$ cat src/rtl/sha1_pkg.sv
// rtl/sha1_pkg.sv - SHA-1 engine shared types, constants and round helpers
package sha1_pkg;

   typedef enum logic [2:0] {
      S_IDLE,
      S_LOAD,
      S_ROUND,
      S_UPDATE,
      S_WB,
      S_DONE
   } state_t;

   localparam int ROUNDS      = 80;
   localparam int BLOCK_WORDS = 16;

   localparam logic [159:0] H_INIT = {32'h6745_2301, 32'hEFCD_AB89, 32'h98BA_DCFE,
                                      32'h1032_5476, 32'hC3D2_E1F0};

   localparam logic [31:0] K_0 = 32'h5A82_7999;
   localparam logic [31:0] K_1 = 32'h6ED9_EBA1;
   localparam logic [31:0] K_2 = 32'h8F1B_BCDC;
   localparam logic [31:0] K_3 = 32'hCA62_C1D6;

   function automatic logic [31:0] sha1_k(input logic [6:0] t);
      if (t < 7'd20)      return K_0;
      else if (t < 7'd40) return K_1;
      else if (t < 7'd60) return K_2;
      else                return K_3;
   endfunction

   function automatic logic [31:0] sha1_f(input logic [6:0] t, input logic [31:0] b,
                                          input logic [31:0] c, input logic [31:0] d);
      if (t < 7'd20)      return (b & c) | (~b & d);
      else if (t < 7'd40) return b ^ c ^ d;
      else if (t < 7'd60) return (b & c) | (b & d) | (c & d);
      else                return b ^ c ^ d;
   endfunction

endpackage

$ cat src/rtl/sha1_block_engine_pad_gen.sv
// rtl/sha1_block_engine_pad_gen.sv - combinational message word composer (data, 0x80 marker, zero fill, bit length)
module sha1_pad_gen #(
   parameter int SIZE_W = 32
) (
   input  logic [SIZE_W+3:0] g,
   input  logic [SIZE_W-1:0] message_size,
   input  logic [31:0]       raw,
   input  logic              last_blk,
   output logic [31:0]       w
);
   import sha1_pkg::*;

   logic [SIZE_W+5:0] byte_off;
   logic [SIZE_W+5:0] size_ext;
   logic [63:0]       bit_len;

   always_comb begin
      byte_off = {g, 2'b00};
      size_ext = {6'b0, message_size};
      bit_len  = '0;
      bit_len[SIZE_W+2:0] = {message_size, 3'b000};
      w = '0;
      if (last_blk && g[3:1] == 3'b111) begin
         w = g[0] ? bit_len[31:0] : bit_len[63:32];
      end else if (byte_off + (SIZE_W+6)'(4) <= size_ext) begin
         w = raw;
      end else if (byte_off <= size_ext) begin
         // word holds the end of the message; size mod 4 is the count of kept bytes
         case (message_size[1:0])
            2'd0:    w = 32'h8000_0000;
            2'd1:    w = {raw[31:24], 24'h80_0000};
            2'd2:    w = {raw[31:16], 16'h8000};
            default: w = {raw[31:8], 8'h80};
         endcase
      end
   end

endmodule

$ cat src/rtl/sha1_block_engine.sv
// rtl/sha1_block_engine.sv - multi-block SHA-1 over SRAM with internal padding; SHA1_DIGEST_WB_EN adds digest writeback
module sha1_block_engine #(
   parameter int ADDR_W = 16,
   parameter int SIZE_W = 32
) (
   input  logic              clk,
   input  logic              nreset,
   input  logic              start_hash,
   input  logic [ADDR_W-1:0] message_addr,
   input  logic [SIZE_W-1:0] message_size,
   input  logic [ADDR_W-1:0] digest_addr,
   output logic [159:0]      hash,
   output logic              done,
   output logic              busy,
   output logic              port_A_clk,
   output logic [ADDR_W-1:0] port_A_addr,
   input  logic [31:0]       port_A_data_out,
   output logic [31:0]       port_A_data_in,
   output logic              port_A_we
);
   import sha1_pkg::*;

   state_t            state, state_nx;
   logic [6:0]        cnt;
   logic [SIZE_W-1:0] size_q, blk;
   logic [ADDR_W-1:0] base_q;
   logic [31:0]       va, vb, vc, vd, ve;
   logic [31:0]       w_buf [16];
   logic [31:0]       pad_w, w_mix, w_t, temp;
   logic [159:0]      h_base;
   logic [SIZE_W:0]   last_idx;
   logic              last_blk, accept;
   logic [3:0]        ld_idx;
`ifdef SHA1_DIGEST_WB_EN
   logic [ADDR_W-1:0] dig_q;
`endif

   assign port_A_clk = clk;
   assign accept     = start_hash && (state == S_IDLE || state == S_DONE);
   assign last_idx   = ({1'b0, size_q} + (SIZE_W+1)'(8)) >> 6;
   assign last_blk   = ({1'b0, blk} == last_idx);
   // read data lags the address by one cycle, so load slot cnt carries word cnt-1
   assign ld_idx     = cnt[3:0] - 4'd1;
   assign h_base     = (blk == '0) ? H_INIT : hash;

   sha1_pad_gen #(.SIZE_W(SIZE_W)) u_pad (
      .g           ({blk, ld_idx}),
      .message_size(size_q),
      .raw         (port_A_data_out),
      .last_blk    (last_blk),
      .w           (pad_w)
   );

   always_comb begin
      w_mix = w_buf[cnt[3:0] + 4'd13] ^ w_buf[cnt[3:0] + 4'd8] ^
              w_buf[cnt[3:0] + 4'd2] ^ w_buf[cnt[3:0]];
      w_t   = (cnt < 7'd16) ? w_buf[cnt[3:0]] : {w_mix[30:0], w_mix[31]};
      temp  = {va[26:0], va[31:27]} + sha1_f(cnt, vb, vc, vd) + ve + sha1_k(cnt) + w_t;
   end

   always_comb begin
      state_nx = state;
      case (state)
         S_IDLE, S_DONE: if (start_hash) state_nx = S_LOAD;
         S_LOAD:         if (cnt == 7'(BLOCK_WORDS)) state_nx = S_ROUND;
         S_ROUND:        if (cnt == 7'(ROUNDS - 1)) state_nx = S_UPDATE;
         S_UPDATE: begin
            if (!last_blk) state_nx = S_LOAD;
`ifdef SHA1_DIGEST_WB_EN
            else state_nx = S_WB;
`else
            else state_nx = S_DONE;
`endif
         end
         S_WB:           if (cnt == 7'd4) state_nx = S_DONE;
         default:        state_nx = S_IDLE;
      endcase
   end

   always_ff @(posedge clk) begin
      if (!nreset) begin
         state <= S_IDLE;
         cnt   <= '0;
      end else begin
         state <= state_nx;
         cnt   <= (state_nx != state) ? 7'd0 : cnt + 7'd1;
      end
   end

   always_ff @(posedge clk) begin
      if (state == S_LOAD && cnt != 7'd0) w_buf[ld_idx] <= pad_w;
      else if (state == S_ROUND)          w_buf[cnt[3:0]] <= w_t;
   end

   always_ff @(posedge clk) begin
      if (!nreset) begin
         hash        <= '0;
         done        <= 1'b0;
         busy        <= 1'b0;
         blk         <= '0;
         size_q      <= '0;
         base_q      <= '0;
         port_A_addr <= '0;
         {va, vb, vc, vd, ve} <= '0;
      end else begin
         case (state)
            S_IDLE, S_DONE: begin
               if (start_hash) begin
                  size_q      <= message_size;
                  base_q      <= message_addr;
                  blk         <= '0;
                  port_A_addr <= message_addr;
                  done        <= 1'b0;
                  busy        <= 1'b1;
               end else if (state == S_DONE) begin
                  done <= 1'b1;
                  busy <= 1'b0;
               end
            end
            S_LOAD: begin
               if (cnt < 7'd15) port_A_addr <= base_q + ADDR_W'({blk, cnt[3:0] + 4'd1});
               if (cnt == 7'(BLOCK_WORDS)) {va, vb, vc, vd, ve} <= h_base;
            end
            S_ROUND: begin
               ve <= vd;
               vd <= vc;
               vc <= {vb[1:0], vb[31:2]};
               vb <= va;
               va <= temp;
            end
            S_UPDATE: begin
               hash <= {h_base[159:128] + va, h_base[127:96] + vb, h_base[95:64] + vc,
                        h_base[63:32] + vd, h_base[31:0] + ve};
               if (!last_blk) begin
                  blk         <= blk + 1'b1;
                  port_A_addr <= base_q + ADDR_W'({blk + 1'b1, 4'b0000});
               end
            end
`ifdef SHA1_DIGEST_WB_EN
            S_WB: port_A_addr <= dig_q + ADDR_W'(cnt);
`endif
            default: ;
         endcase
      end
   end

`ifdef SHA1_DIGEST_WB_EN
   always_ff @(posedge clk) begin
      if (!nreset) begin
         dig_q          <= '0;
         port_A_we      <= 1'b0;
         port_A_data_in <= '0;
      end else begin
         port_A_we <= (state == S_WB);
         if (accept) dig_q <= digest_addr;
         if (state == S_WB) port_A_data_in <= hash[32 * (4 - int'(cnt[2:0])) +: 32];
      end
   end
`else
   logic unused_digest;
   assign unused_digest  = ^{digest_addr, accept};
   assign port_A_we      = 1'b0;
   assign port_A_data_in = '0;
`endif

endmodule
$ cat config.mk
export PLATFORM = sky130hd
export DESIGN_NAME = sha1_block_engine
export DESIGN_NICKNAME = d
export VERILOG_FILES = /design/src/rtl/sha1_pkg.sv /design/src/rtl/sha1_block_engine_pad_gen.sv /design/src/rtl/sha1_block_engine.sv
export SDC_FILE = /design/constraint.sdc
export NUM_CORES = 2
export LEC_CHECK = 0
export BUFFER_PORTS_ARGS = -buffer_cell sky130_fd_sc_hd__buf_4
export CAP_MARGIN = 10
export CORE_ASPECT_RATIO = 0.9
export CORE_MARGIN = 1.5
export CORE_UTILIZATION = 50
export CTS_BUF_LIST = sky130_fd_sc_hd__clkbuf_8
export CTS_CLUSTER_DIAMETER = 50
export DETAILED_ROUTE_END_ITERATION = 8
export GPL_TIMING_DRIVEN = 0
export MAX_ROUTING_LAYER = met4
export PLACE_DENSITY = 0.67
export SYNTH_ARGS = -nofsm -noshare
export SYNTH_HDL_FRONTEND = slang
export SYNTH_SLANG_ARGS = --single-unit
$ cat constraint.sdc
create_clock -name clk -period 9.3 [get_ports clk]
set_clock_uncertainty 0.2 [all_clocks]
set_input_delay 0.93 -clock clk [delete_from_list [all_inputs] [get_ports clk]]
set_output_delay 0.93 -clock clk [all_outputs]
set_load 0.02 [all_outputs]
# Yosys cells after proc, flatten, opt, wreduce, memory -nomap -nowiden
# Memory sizes are Yosys's and may differ from the RTL's. A register that Yosys moved wholly into a read port is not among the register bits.
# Index checks and enable logic that the tools add are counted.
[word_totals]
register_bits = 428
ram_bits = 512
out_inout_bits = 212
word_cells = 140
memories = 1
[op_classes]
addsub = 20
n_lt_le_gt_ge = 7
n_eq_ne = 17
muxes = 49
bitwise = 14
n_reduce_logical = 18
[memory_table]
columns = ["name", "depth", "word_bits", "rd", "rd_clocked_by_memory_dff", "write_ports", "line", "source"]
rows = [
  ["w_buf", 16, 32, 4, 1, 1, "sha1_block_engine.sv:28", "logic [31:0] w_buf [16];"],
]
[op_table]
columns = ["cell", "n"]
rows = [
  ["two-way mux 32 bit", 18],
  ["one-hot mux 32 bit (2 select lines)", 6],
  ["adder 32 bit", 9],
  ["two-way mux 160 bit", 1],
  ["bitwise XOR 32 bit", 5],
  ["bitwise AND 32 bit", 4],
  ["OR 32 bit", 3],
  ["one-hot mux 32 bit (3 select lines)", 1],
  ["less-or-equal comparator 38 x 32 -> 1 bit", 2],
  ["two-way mux 16 bit", 3],
  ["one-hot mux 16 bit (3 select lines)", 1],
  ["adder 38 x 3 -> 38 bit, second input constant", 1],
  ["adder 32 x 4 -> 33 bit, second input constant", 1],
  ["adder 16 bit", 2],
  ["adder 32 x 1 -> 32 bit, second input constant", 1],
  ["equality test 32 x 27 -> 1 bit", 1],
  ["logical NOT 32 bit", 1],
  ["NOT 32 bit", 1],
  ["OR reduction 32 bit", 1],
  ["two-way mux 31 bit", 1],
  ["two-way mux 3 bit", 5],
  ["one-hot mux 3 bit (5 select lines)", 1],
  ["less-than comparator 7 x 5 -> 1 bit, second input constant", 2],
  ["less-than comparator 7 x 6 -> 1 bit, second input constant", 2],
  ["30 further kinds", 52],
]

# Longest topological paths before layout
[depth]
depth_word = 11
depth_mapped = 34

# Modules after synthesis
# From an unflattened synthesis, not the netlist that was laid out.
[hier_totals]
cells_unflattened = 5822
hier_area_um2 = 63164.3
[by_module_without_submodules]
columns = ["mod", "instances", "cells_per_inst", "area_each_um2"]
rows = [
  ["sha1_block_engine", 1, 5463, 60486.8],
  ["sha1_pad_gen", 1, 359, 2677.6],
]

==> results.toml <==
[logic_synthesis]
yosysTopAreaCellShare_pct = 24.07
syn_area_sq_um = 63860
synthCells = 5986
yosys_warnings = 0
async_flop_share_pct = 0
synth_area_per_cell_sq_um = 10.67
synth-edff-count = 512
yosys.cell_types.count = 91
synthTopCellsByCount = "637 x nand2_1, 512 x edfxtp_1, 486 x a21oi_1"
synth.most_common_cell = "nand2_1"
synth_flop_cell = "edfxtp_1"
ys_seq_elements = 940
synth_seq_area_share_pct = 37.49
ys_top_cells_by_area = "edfxtp_1 24%, mux4_2 15%, dfxtp_1 13%"
yosys.area.top_type = "edfxtp_1"

[power_and_ir_drop]
total_power_w = 0.01031
vdd_ir_drop_max_v = 0.0001190
power_density_nw_per_um2 = 140.4
leakagePower_nw = 27.28

[global_routing]
first_global_vias = 53540
grt_pass1_wl_um = 381900
grt_use_total_pct = 42.15
grt_overflow = 0
grt_max_degree = 22
antenna_found_initial = 13

[place]
pre_cts_ws_ns = -2.500
dp_hpwl_um = 204500
finalWeightedCongestion = 1.086
portBuffers = 260

[die]
die_w_um = 379.7
ios = 311
start_util_pct = 50.32
dieArea_sq_um = 129900
core_area_sq_um = 126900
dieHeight_um = 342.1
row_count = 124

[critical_path]
cp_common_cell = "clkbuf_4"
rr_endpoint = "va[29]"
reg2regPathDepth = 29
slowest_stage = "fa_1"
reg2reg_slack_ns = 0.12
r2r_start = "cnt[1]"
cp.required_ns = 9.99
critPathBufInv = 11
max_stage_delay_ns = 0.57
path_max_fanout = 12
arrival_ns = 9.86
path_class = "reg2reg"
start_kind = "flip-flop"
cpLargestDelayFamily = "buffers and inverters"
end_kind = "flip-flop"

[timing]
rsz0062_at_grt = "false"
timing.max_slew.rel_slack_pct = 1.440
hold_viol = 0
whs_ns = 0.1080
finalSetupViolCount = 0
worst_pin_slew_ns = 1.478
fmax_mhz = 109.0
finalCritPeriodShare_pct = 98.66
tns_ns = 0
slew_violations = 0
postLayoutSetupSlackWorst_ns = 0.1245
finalCriticalPeriod_ns = 9.176

[status]
outcome = "finished clean"

[finish]
fill_cells = 10920
register_area_sq_um = 23940
multi_input_area_sq_um = 37610
fin_nets = 7065
fin_util_pct = 57.88
area_growth_pct = 15.02
layout-drive-gt1-share_pct = 18.43

[drt]
via_per_inst = 6.834
num_vias = 57380
drc = 0
ant_nets = 0
drt-total-wl_um = 271700
drtIter0Drc = 9429
wl_per_cell_um = 32.35
first_pass_iters = 9

[clocking]
clk_pin_slew_ns = 0.06
cts_tree = "done"
clk_latency_ns = 1.06

[worst_hold_path]
min_delay_worst_endpoint = "state[2]"
hp-start = "start_hash"
hold_depth = 4
hold_class = "in2reg"

[job]
maxCapViolCount = 0
[worst max-delay path by stage]
stage	startpoint	to	slack, ns	cells after the start
after floorplan	cnt[1]	va[29]	1.05	34
after global placement	cnt[1]	va[28]	-3.03	31
after CTS	cnt[1]	va[29]	-0.08	34
final	cnt[1]	va[29]	0.12	29
after detailed placement	cnt[1]	va[28]	-2.50	31
after global routing	cnt[1]	va[29]	0.002	31
[layer usage]
layer / part of all wire [%] / wire length, um / global-route usage [%]
met2: 41 / 110500 / 57.62
met5: 0 / 0 / -
met3: 16 / 43890 / 15.93
met4: 6.2 / 16970 / 21.48
met1: 37 / 100300 / 54.31
[sequential cells by signal, summed over array words and instances (netlist names)]
name and cells:
hash 160, state 3, w_buf 512, done 1
base_q 16, vb 32, vd 32, va 32
cnt 7, ve 32, port_A_addr 16, busy 1
blk 32, size_q 32, vc 32
[power by group]
part | internal, W | total, W | switching [W]
clock | 0.00223 | 0.00421 | 0.00198
combinational | 0.000647 | 0.00161 | 0.000967
sequential | 0.00445 | 0.00449 | 0.0000396
[kinds of logic after synthesis]
family	after synthesis	share of synthesized area, %
flip-flops	940	37.49
AO/OA/AOI/OAI	1331	13.63
XOR/XNOR	325	4.457
buffers and inverters	667	4.361
AND/OR/NAND/NOR	1714	12.97
other	1	0.005872
adder cells (fa/ha/maj)	414	9.600
multiplexers	594	17.49
[placed cells by master (no fill, tap or decap), drive strengths merged, types with 163 or more instances in the layout]
master / synthesis / layout
edfxtp: 512 / 512
clkbuf: 250 / 445
inv: 250 / 287
mux4: 416 / 416
nand2: 638 / 638
xnor2: 256 / 256
buf: 166 / 476
o21ai: 169 / 169
nor2: 334 / 334
mux2i: 163 / 163
dfxtp: 428 / 428
ha: 286 / 286
a21oi: 486 / 486
[worst min-delay path: cells and delay by family]
kind            cells  cell delay (ns)
simple gates        2             0.13
compound gates      1             0.06
buf+inv             1             0.15
[metrics by stage]
stage / std cells / cell area (sq um)
2_1_floorplan: 6018 / 63980
3_3_place_gp: 7979 / 68060
3_5_place_dp: 8018 / 68990
4_1_cts: 8376 / 73190
5_1_grt: 8394 / 73450
6_report: 8397 / 73460
[repair_timing]
item	CTS	global route
setup endpoints to repair	542	78
hold endpoints to repair	48	0
hold buffers	48	0
buffers inserted	0	2
resized for setup	56	42
[layout make-up]
| class | count | share of cell area (%) |
|---|---|---|
| inverters | 251 | 1.283 |
| diodes | 11 | 0.03747 |
| clock inverters | 114 | 1.160 |
| plain buffers | 416 | 2.662 |
| multi-input cells | 4411 | 51.20 |
| well taps | 1701 | 2.897 |
| repair buffers | 356 | 4.481 |
| flip-flops and latches | 940 | 32.60 |
| clock buffers | 197 | 3.682 |
No activity file was read; power rests on OpenSTA's default activity.
